$ cat src/rtl/if_axi_fetch_pkg.sv
// Shared definitions for the IF-stage AXI fetch master: stall bus, AXI constants, FSM encodings.
package if_axi_fetch_pkg;

    localparam int         STALL_BUS = 5;
    localparam logic       STOP      = 1'b1;
    localparam logic       NOSTOP    = 1'b0;

    localparam logic [1:0] BURST_INCR = 2'b01;
    localparam logic [2:0] SIZE_4B    = 3'b010;
    localparam logic [1:0] RESP_OKAY  = 2'b00;

    typedef enum logic [2:0] {
        ST_IDLE  = 3'd0,
        ST_AR    = 3'd1,
        ST_R     = 3'd2,
        ST_DONE  = 3'd3,
        ST_DRAIN = 3'd4
    } fetch_state_t;

endpackage

$ cat src/rtl/if_axi_fetch.sv
// Instruction-fetch AXI read master: one single-beat read per IF request.
// Latency: instruction valid 3 cycles after request with zero-wait AXI.
// Backpressure: holds the instruction in DONE while stall_i[1]; stallreq_if high while a read is pending.
module if_axi_fetch
    import if_axi_fetch_pkg::*;
#(
    parameter logic [3:0] AXI_ID = 4'h0,
    parameter int         ADDR_W = 32,
    parameter int         DATA_W = 32
) (
    input  logic                 cpu_clk_50M,
    input  logic                 cpu_rst,
    input  logic [ADDR_W-1:0]    pc_i,
    input  logic                 req_i,
    input  logic [STALL_BUS-1:0] stall_i,
    input  logic                 flush_i,
    output logic [DATA_W-1:0]    inst_o,
    output logic                 inst_valid_o,
    output logic                 inst_err_o,
    output logic                 stallreq_if,
    output logic [3:0]           arid,
    output logic [ADDR_W-1:0]    araddr,
    output logic [7:0]           arlen,
    output logic [2:0]           arsize,
    output logic [1:0]           arburst,
    output logic                 arvalid,
    input  logic                 arready,
    input  logic [3:0]           rid,
    input  logic [DATA_W-1:0]    rdata,
    input  logic [1:0]           rresp,
    input  logic                 rlast,
    input  logic                 rvalid,
    output logic                 rready
);

    fetch_state_t state, state_nxt;
    logic         flushed, flushed_nxt;
    logic         load_addr;
    logic         load_inst;
    logic         beat;

    assign arid    = AXI_ID;
    assign arlen   = 8'd0;
    assign arsize  = SIZE_4B;
    assign arburst = BURST_INCR;
    assign beat    = rvalid & rlast;

    // Only one read is ever in flight, so the returned ID carries no information.
    logic unused_ok;
    assign unused_ok = ^{rid, stall_i[STALL_BUS-1:2], stall_i[0]};

    always_ff @(posedge cpu_clk_50M) begin
        if (cpu_rst) begin
            state      <= ST_IDLE;
            flushed    <= 1'b0;
            araddr     <= '0;
            inst_o     <= '0;
            inst_err_o <= 1'b0;
        end else begin
            state   <= state_nxt;
            flushed <= flushed_nxt;
            if (load_addr) begin
                araddr <= pc_i;
            end
            if (load_inst) begin
                inst_o     <= rdata;
                inst_err_o <= (rresp != RESP_OKAY);
            end
        end
    end

    always_comb begin
        state_nxt    = state;
        flushed_nxt  = flushed;
        load_addr    = 1'b0;
        load_inst    = 1'b0;
        arvalid      = 1'b0;
        rready       = 1'b0;
        inst_valid_o = 1'b0;
        stallreq_if  = NOSTOP;
        unique case (state)
            ST_IDLE: begin
                flushed_nxt = 1'b0;
                // Combinational request stall so the PC does not advance past this fetch.
                if (req_i && !flush_i) begin
                    stallreq_if = STOP;
                    load_addr   = 1'b1;
                    state_nxt   = ST_AR;
                end
            end
            ST_AR: begin
                arvalid     = 1'b1;
                stallreq_if = STOP;
                if (flush_i) begin
                    flushed_nxt = 1'b1;
                end
                // The address is never withdrawn; a flushed read still completes and is drained.
                if (arready) begin
                    state_nxt = (flushed || flush_i) ? ST_DRAIN : ST_R;
                end
            end
            ST_R: begin
                rready      = 1'b1;
                stallreq_if = STOP;
                if (beat) begin
                    if (flushed || flush_i) begin
                        flushed_nxt = 1'b0;
                        state_nxt   = ST_IDLE;
                    end else begin
                        load_inst = 1'b1;
                        state_nxt = ST_DONE;
                    end
                end else if (flush_i) begin
                    flushed_nxt = 1'b1;
                end
            end
            ST_DRAIN: begin
                rready      = 1'b1;
                stallreq_if = STOP;
                if (beat) begin
                    flushed_nxt = 1'b0;
                    state_nxt   = ST_IDLE;
                end
            end
            ST_DONE: begin
                inst_valid_o = ~flush_i;
                if (!stall_i[1] || flush_i) begin
                    state_nxt = ST_IDLE;
                end
            end
            default: begin
                state_nxt = ST_IDLE;
            end
        endcase
    end

endmodule

$ cat config.mk
export PLATFORM = sky130hd
export DESIGN_NAME = if_axi_fetch
export DESIGN_NICKNAME = d
export VERILOG_FILES = /design/src/rtl/if_axi_fetch_pkg.sv /design/src/rtl/if_axi_fetch.sv
export SDC_FILE = /design/constraint.sdc
export NUM_CORES = 1
export LEC_CHECK = 0
export BUFFER_PORTS_ARGS = -buffer_cell sky130_fd_sc_hd__clkbuf_2
export CAP_MARGIN = 20
export CORE_ASPECT_RATIO = 0.9
export CORE_MARGIN = 3
export CORE_UTILIZATION = 41
export DETAILED_ROUTE_END_ITERATION = 8
export PLACE_DENSITY = 0.76
export SYNTH_ARGS = -nofsm -noshare
export SYNTH_HDL_FRONTEND = slang
export SYNTH_SLANG_ARGS = --single-unit
$ cat constraint.sdc
create_clock -name cpu_clk_50M -period 1.2 [get_ports cpu_clk_50M]
set_input_delay 0.06 -clock cpu_clk_50M [delete_from_list [all_inputs] [get_ports cpu_clk_50M]]
set_output_delay 0.06 -clock cpu_clk_50M [all_outputs]
set_load 0.03 [all_outputs]
=== Word level (Yosys, flattened, before mapping) ===
Index checks and enable logic that the tools add are counted.

* Flip-flop bits (word level): 69
* Output and inout port bits: 86
* Word-level logic and storage cells: 51

* Equality and inequality tests: 10
* Multiplexer cells: 22
* Bitwise gates (word level): 2
* Reduce and logical (&&, ||, !) cells: 12

{| class="wikitable"
|+ Operators with widths
! operator !! count
|-
| 3-bit 2-to-1 mux || 6
|-
| 3-bit case mux with 5 select lines || 1
|-
| 1-bit 2-to-1 mux || 12
|-
| 2-bit != test (second input constant) || 5
|-
| 3-bit by 2-bit == test with 1-bit output (second input constant) || 2
|-
| 5-bit AND reduction || 1
|-
| 1-bit case mux with 4 select lines || 1
|-
| 4-bit nonzero test || 1
|-
| 3-bit by 1-bit == test with 1-bit output (second input constant) || 1
|-
| 3-bit == test (second input constant) || 1
|-
| 3-bit logical NOT || 1
|-
| 3-bit != test (second input constant) || 1
|-
| 3-bit AND reduction || 1
|-
| 3-bit OR reduction || 1
|-
| 1-bit logical NOT || 2
|-
| 1-bit logical OR || 2
|-
| 2-bit 2-to-1 mux || 1
|-
| 1-bit case mux with 2 select lines || 1
|-
| 2-bit nonzero test || 1
|-
| 2-bit OR reduction || 1
|-
| 1-bit bitwise AND || 1
|-
| 1-bit logical AND || 1
|-
| 1-bit NOT || 1
|}

=== Logic depth before layout (Yosys ltp) ===
* Depth after elaboration: 4
* Mapped depth: 6

=== Worst setup path before layout ===
No wires, ideal clock.

* Path kind: flip-flop to output port
* Start: reg state[0]
* End: out inst_valid_o
* Data arrival time: 1409 ps
* Required time: 1140 ps
* Slack: -269 ps
* Cell stages (with the launch flop): 4
* Buffers on the path: 1
* Cell sequence: dfxtp_1 -> clkbuf_1 -> nand2_1 -> nor3_1

* Cells in the longest elaborated chain, start to end: 2

{| class="wikitable"
|+ Ends and longest elaborated chain
! element !! line !! source
|-
| from (decl) || if_axi_fetch.sv:36 || <nowiki>fetch_state_t state, state_nxt;</nowiki>
|-
| from (signal assigned) || if_axi_fetch.sv:60 || <nowiki>state <= state_nxt;</nowiki>
|-
| 3-bit by 2-bit == test with 1-bit output || if_axi_fetch.sv:81 || <nowiki>unique case (state)</nowiki>
|-
| 1-bit 2-to-1 mux || if_axi_fetch.sv:81 ||
|-
| to (decl) || if_axi_fetch.sv:18 || <nowiki>output logic inst_valid_o,</nowiki>
|}

No other way between the ends.

=== Worst setup path after layout ===
* Start: reg state[0]
* End: reg inst_o[29]

* Cells in the longest elaborated chain, start to end: 2

{| class="wikitable"
|+ Ends and longest elaborated chain
! element !! line !! source
|-
| 3-bit by 2-bit == test with 1-bit output || if_axi_fetch.sv:81 ||
|-
| 1-bit 2-to-1 mux || if_axi_fetch.sv:81 ||
|-
| to (signal assigned) || if_axi_fetch.sv:66 || <nowiki>inst_o <= rdata;</nowiki>
|-
| to (decl) || if_axi_fetch.sv:17 || <nowiki>output logic [DATA_W-1:0] inst_o,</nowiki>
|}

No other way between the ends.
A chain may end at the register's enable or synchronous reset.

==> impl_table.tex <==
\begin{tabular}{lr}
\hline
Metric & Value \\
\hline
\multicolumn{2}{l}{\textbf{Final layout}} \\
\quad Combined flip-flop and latch cell area & roughly 0.0014 mm2 \\
\quad Final layout net count & roughly 670 \\
\quad Multi-input gate area in the final layout & 0.00229 mm2 \\
\quad Synth-to-layout area growth & 84.8\% \\
\quad FILL cells & about 440 \\
\quad Number of standard cells in the layout, taps in and fillers out & 694 \\
\quad Proportion of layout cells with a drive suffix above 1 & 0.562 \\
\multicolumn{2}{l}{\textbf{Synthesis}} \\
\quad Fraction of the mapped netlist area in simple logic gates & 0.156 \\
\quad Fraction of the yosys area taken by sequential cells & 0.414 \\
\quad Post-Synth XOR/XNOR Area & 0.00262 \\
\quad Fraction of the mapped netlist area in compound gates & 0.295 \\
\quad Synth Area in Adders & 0 \\
\quad Proportion of netlist area held by the largest area contributor & 0.414 \\
\quad Count of mapped cells out of synthesis & 370 \\
\quad Top post-synthesis cells by area & sky130\_fd\_sc\_hd\_\_dfxtp\_1, sky130\_fd\_sc\_hd\_\_a21oi\_1, sky130\_fd\_sc\_hd\_\_o31ai\_2 \\
\quad Number of enable flip-flop cells after synthesis & 0 \\
\quad Synth Cell Area & between 0.003 and 0.004 mm2 \\
\quad Dominant combinational cell family by area after synthesis & compound AO/OA/AOI/OAI gates \\
\quad Synth warn & 0 \\
\quad Proportion of synthesized area in mux cells & 0 \\
\quad Mean instance size in the synthesized netlist & around 9.0 um2 \\
\quad Post-synth top cells & sky130\_fd\_sc\_hd\_\_dfxtp\_1, sky130\_fd\_sc\_hd\_\_a21oi\_1, sky130\_fd\_sc\_hd\_\_nand3\_1, sky130\_fd\_sc\_hd\_\_nand4\_1, sky130\_fd\_sc\_hd\_\_buf\_4 \\
\quad Most used standard cell by instance count after synthesis & sky130\_fd\_sc\_hd\_\_dfxtp\_1 \\
\quad Number of library cell types mapped by synthesis & 39 \\
\quad Flip-flop and latch count after synthesis & slightly below 70 \\
\quad Leading register cell type out of synthesis & sky130\_fd\_sc\_hd\_\_dfxtp\_1 \\
\quad Post-synth top area cell & sky130\_fd\_sc\_hd\_\_dfxtp\_1 \\
\quad Proportion of synthesized flip-flops having asynchronous set or reset & 0 \\
\multicolumn{2}{l}{\textbf{Global route}} \\
\quad Routing usage on met3 & 0.0714 \\
\quad Total overflow reported by the global router & 0 \\
\quad GR Util met1 & 0.346 \\
\quad First-pass GRT wire length & $\sim$22000 um \\
\quad Number of global-route vias before repair & approximately 4300 \\
\quad GR Util All Layers & 0.300 \\
\quad Global Route met2 Usage & 0.502 \\
\quad Maximum number of pins on one net before global-route repair & 33 \\
\quad Busiest layer in global routing & met2 \\
\quad Antenna violations before repair & 1 \\
\multicolumn{2}{l}{\textbf{Critical path}} \\
\quad Type of origin of the critical path & flip-flop \\
\quad Cells traversed along the worst timing path & or2\_4, buf\_4, bufbuf\_16, o31ai\_2, a21oi\_1 \\
\quad Maximum cell stage delay along the critical path & between 0.3 and 0.4 ns \\
\quad Arrival time of the worst setup path & about 1.7 ns \\
\quad CP required & roughly 1.4 ns \\
\quad Terminus of the critical flop-to-flop path & inst\_o[29] \\
\quad FF-to-FF path depth & 5 \\
\quad Family with the most delay on the worst path & buffers and inverters \\
\quad Element type at the critical path end & flip-flop \\
\quad Worst flop-to-flop path startpoint & state[0] \\
\quad Crit-path max FO & 8 \\
\quad Slowest-stage cell, CP & sky130\_fd\_sc\_hd\_\_dfxtp\_1 \\
\quad WS Path Type & flip-flop to flip-flop \\
\quad Reg2reg setup slack & -0.30 ns \\
\quad Buf+Inv Stages, Crit Path & 2 \\
\multicolumn{2}{l}{\textbf{Floorplan}} \\
\quad Die Wd & between 100 and 150 um \\
\quad Starting density of the core & 0.432 \\
\quad Standard-cell row count & 30 \\
\quad Total core area & just under 0.008 mm2 \\
\quad Count of pins on the block boundary & 168 \\
\quad Total die area & about 0.0093 mm2 \\
\quad Die Y-Extent & $\sim$92 um \\
\multicolumn{2}{l}{\textbf{Route}} \\
\quad Drt initial violations & approximately 250 \\
\quad Wire length per cell after detailed routing & between 20 and 25 um \\
\quad Total wire length after detailed routing & roughly 15000 um \\
\quad Ratio of routed vias to standard cells & 5.90 \\
\quad Detailed Routing Iterations Pass 1 & 7 \\
\quad Number of remaining DRC errors & 0 \\
\quad Number of vias in the routed layout & approximately 4000 \\
\quad Number of nets with antenna violations after detailed routing & 0 \\
\multicolumn{2}{l}{\textbf{Clock tree}} \\
\quad CTS tree & built \\
\quad Deepest clock path buffer count & 2 \\
\quad Clock Pin Slew Worst Setup and Hold Paths & about 0.080 ns \\
\quad Clock sink total & 69 \\
\quad Clock latency on the worst-skew pair & approximately 0.35 ns \\
\quad Root buffer cell & sky130\_fd\_sc\_hd\_\_clkbuf\_8 \\
\quad H-tree lvl count & 3 \\
\quad CTS Buf Count & 9 \\
\multicolumn{2}{l}{\textbf{Timing}} \\
\quad Max Slew Vio Count & 0 \\
\quad Pin slew with the least headroom to its limit & between 0.5 and 0.6 ns \\
\quad RSZ-0062 raised after global routing & true \\
\quad Relative slew slack & 0.625 \\
\quad Setup violations, final & 71 \\
\quad Achievable clock frequency & around 660 MHz \\
\quad Post-layout min period & 1.50 ns \\
\quad Final clock skew & roughly 0.01 ns \\
\quad Endpoints failing hold & 0 \\
\quad Worst Setup Slack, final & -0.305 ns \\
\quad Post-Route Hold Slack & roughly 0.064 ns \\
\quad Ratio of final minimum period to clock period & 1.25 \\
\multicolumn{2}{l}{\textbf{Power and ir drop}} \\
\quad Peak ir drop on the vdd network & $\sim$0.54 mV \\
\quad Sum of internal, switching and leakage power & slightly below 6 mW \\
\quad Pwr per Cell Area & $\sim$950 mW/mm2 \\
\quad Leakage Power & between 2 and 2.5 nW \\
\multicolumn{2}{l}{\textbf{Hold path}} \\
\quad Worst hold start & arready \\
\quad Cells on Worst Hold Path & 4 \\
\quad Min-Delay Path Class & input pin to flip-flop \\
\quad Hold Path End & state[2] \\
\multicolumn{2}{l}{\textbf{Status}} \\
\quad Violated checks & negative setup slack \\
\quad Outcome & finished with violations \\
\multicolumn{2}{l}{\textbf{Placement}} \\
\quad Minimum setup slack after placement & -0.149 ns \\
\quad Routability cong. & between 0.8 and 0.9 \\
\quad Port Buffers & around 140 \\
\quad Placed cell count & 585 \\
\quad Detail Placement HPWL & about 6500 um \\
\multicolumn{2}{l}{\textbf{Flow run}} \\
\quad Count of maximum capacitance violations & 0 \\
\hline
\end{tabular}
[how the worst max path moves through the flow]
stage,depth (start not counted),slack [ns],to,start
global route,5,-0.37,inst_o[12],state[0]
detailed placement,3,-0.15,araddr[0],state[1]
finish,5,-0.30,inst_o[29],state[0]
CTS,3,-0.28,stallreq_if,state[0]
floorplan,5,-0.07,araddr[20],state[1]
global placement,3,-0.09,araddr[21],state[1]
[cells by family after synthesis]
logic type / after synthesis
and+or+nand+nor: 90
AOI/OAI and AO/OA: 143
DFF: 69
buffers and inverters: 65
xor gates and xnor gates: 1
other: 2
[per-stage QoR]
step	TNS [ns]	area, um2	utilization
after global routing	-17.49	6170	0.797
after floorplan	-3.46	3410	-
final	-14.44	6170	0.798
after CTS	-13.91	6000	0.776
after detailed placement	-6.45	4110	0.531
after global placement	-3.87	4110	0.531
[sequential cells by signal (all words and copies together) (netlist names)]
| register | flops |
|---|---|
| state | 3 |
| inst_err_o | 1 |
| araddr | 32 |
| flushed | 1 |
| inst_o | 32 |
[where the power goes]
part | total [mW] | internal (mW) | switching, mW
clock | 1.93 | 1.01 | 0.916
sequential | 2.40 | 2.35 | 0.0498
combinational | 1.55 | 0.643 | 0.911
total | 5.88 | 4.01 | 1.88
[repair_timing]
action	4_1_cts	5_1_grt
hold endpoints to repair	64	0
setup endpoints to repair	71	72
buffers inserted	16	3
pin swaps	57	47
hold buffers	64	0
cloned	15	1
resized for setup	107	58
[metal layers]
metal  share of wire  vias up  routed length, um
met1            0.37     1951               5390
met2            0.51      248               7390
met3           0.069       74               1000
li1                -     1823                  -
met5               0        -                  0
met4           0.052        0                756
[layout make-up]
class,count,area share
multi-input cells,253,0.372
inverters,1,0.000609
well taps,96,0.0195
clock buffers,12,0.0235
repair buffers,257,0.351
diodes,2,0.000811
clock inverters,4,0.00771
flip-flops and latches,69,0.225
[cell usage in the layout, fill, tap and decap left out, types with 2 or more instances in the layout]
cell type and n:
sky130_fd_sc_hd__clkbuf_2 138, sky130_fd_sc_hd__dfxtp_1 67, sky130_fd_sc_hd__dlygate4sd3_1 64, sky130_fd_sc_hd__a21oi_1 32
sky130_fd_sc_hd__nand4_1 32, sky130_fd_sc_hd__a21oi_2 32, sky130_fd_sc_hd__o31ai_4 26, sky130_fd_sc_hd__nand3_2 22
sky130_fd_sc_hd__o21ai_2 18, sky130_fd_sc_hd__conb_1 17, sky130_fd_sc_hd__buf_4 16, sky130_fd_sc_hd__o21ai_1 15
sky130_fd_sc_hd__buf_6 14, sky130_fd_sc_hd__clkbuf_8 13, sky130_fd_sc_hd__buf_12 12, sky130_fd_sc_hd__nor2_1 7
sky130_fd_sc_hd__o31ai_2 6, sky130_fd_sc_hd__nand3_1 5, sky130_fd_sc_hd__nand3_4 5, sky130_fd_sc_hd__buf_16 5
sky130_fd_sc_hd__or3b_4 3, sky130_fd_sc_hd__bufbuf_16 3, sky130_fd_sc_hd__diode_2 2, sky130_fd_sc_hd__nor2b_1 2
sky130_fd_sc_hd__o311a_1 2, sky130_fd_sc_hd__nor2_4 2, sky130_fd_sc_hd__nor3_1 2, sky130_fd_sc_hd__nand3b_1 2
sky130_fd_sc_hd__nand2_1 2, sky130_fd_sc_hd__o21ai_4 2, sky130_fd_sc_hd__clkinv_2 2, sky130_fd_sc_hd__clkbuf_1 2
[worst reg2reg max path, stage by stage, from the launching register on]
cell and delay (ns):
sky130_fd_sc_hd__dfxtp_1 0.31, sky130_fd_sc_hd__or2_4 0.25, sky130_fd_sc_hd__buf_4 0.18, sky130_fd_sc_hd__bufbuf_16 0.30
sky130_fd_sc_hd__o31ai_2 0.24, sky130_fd_sc_hd__a21oi_1 0.11
Power figures use the tool's default switching activity.
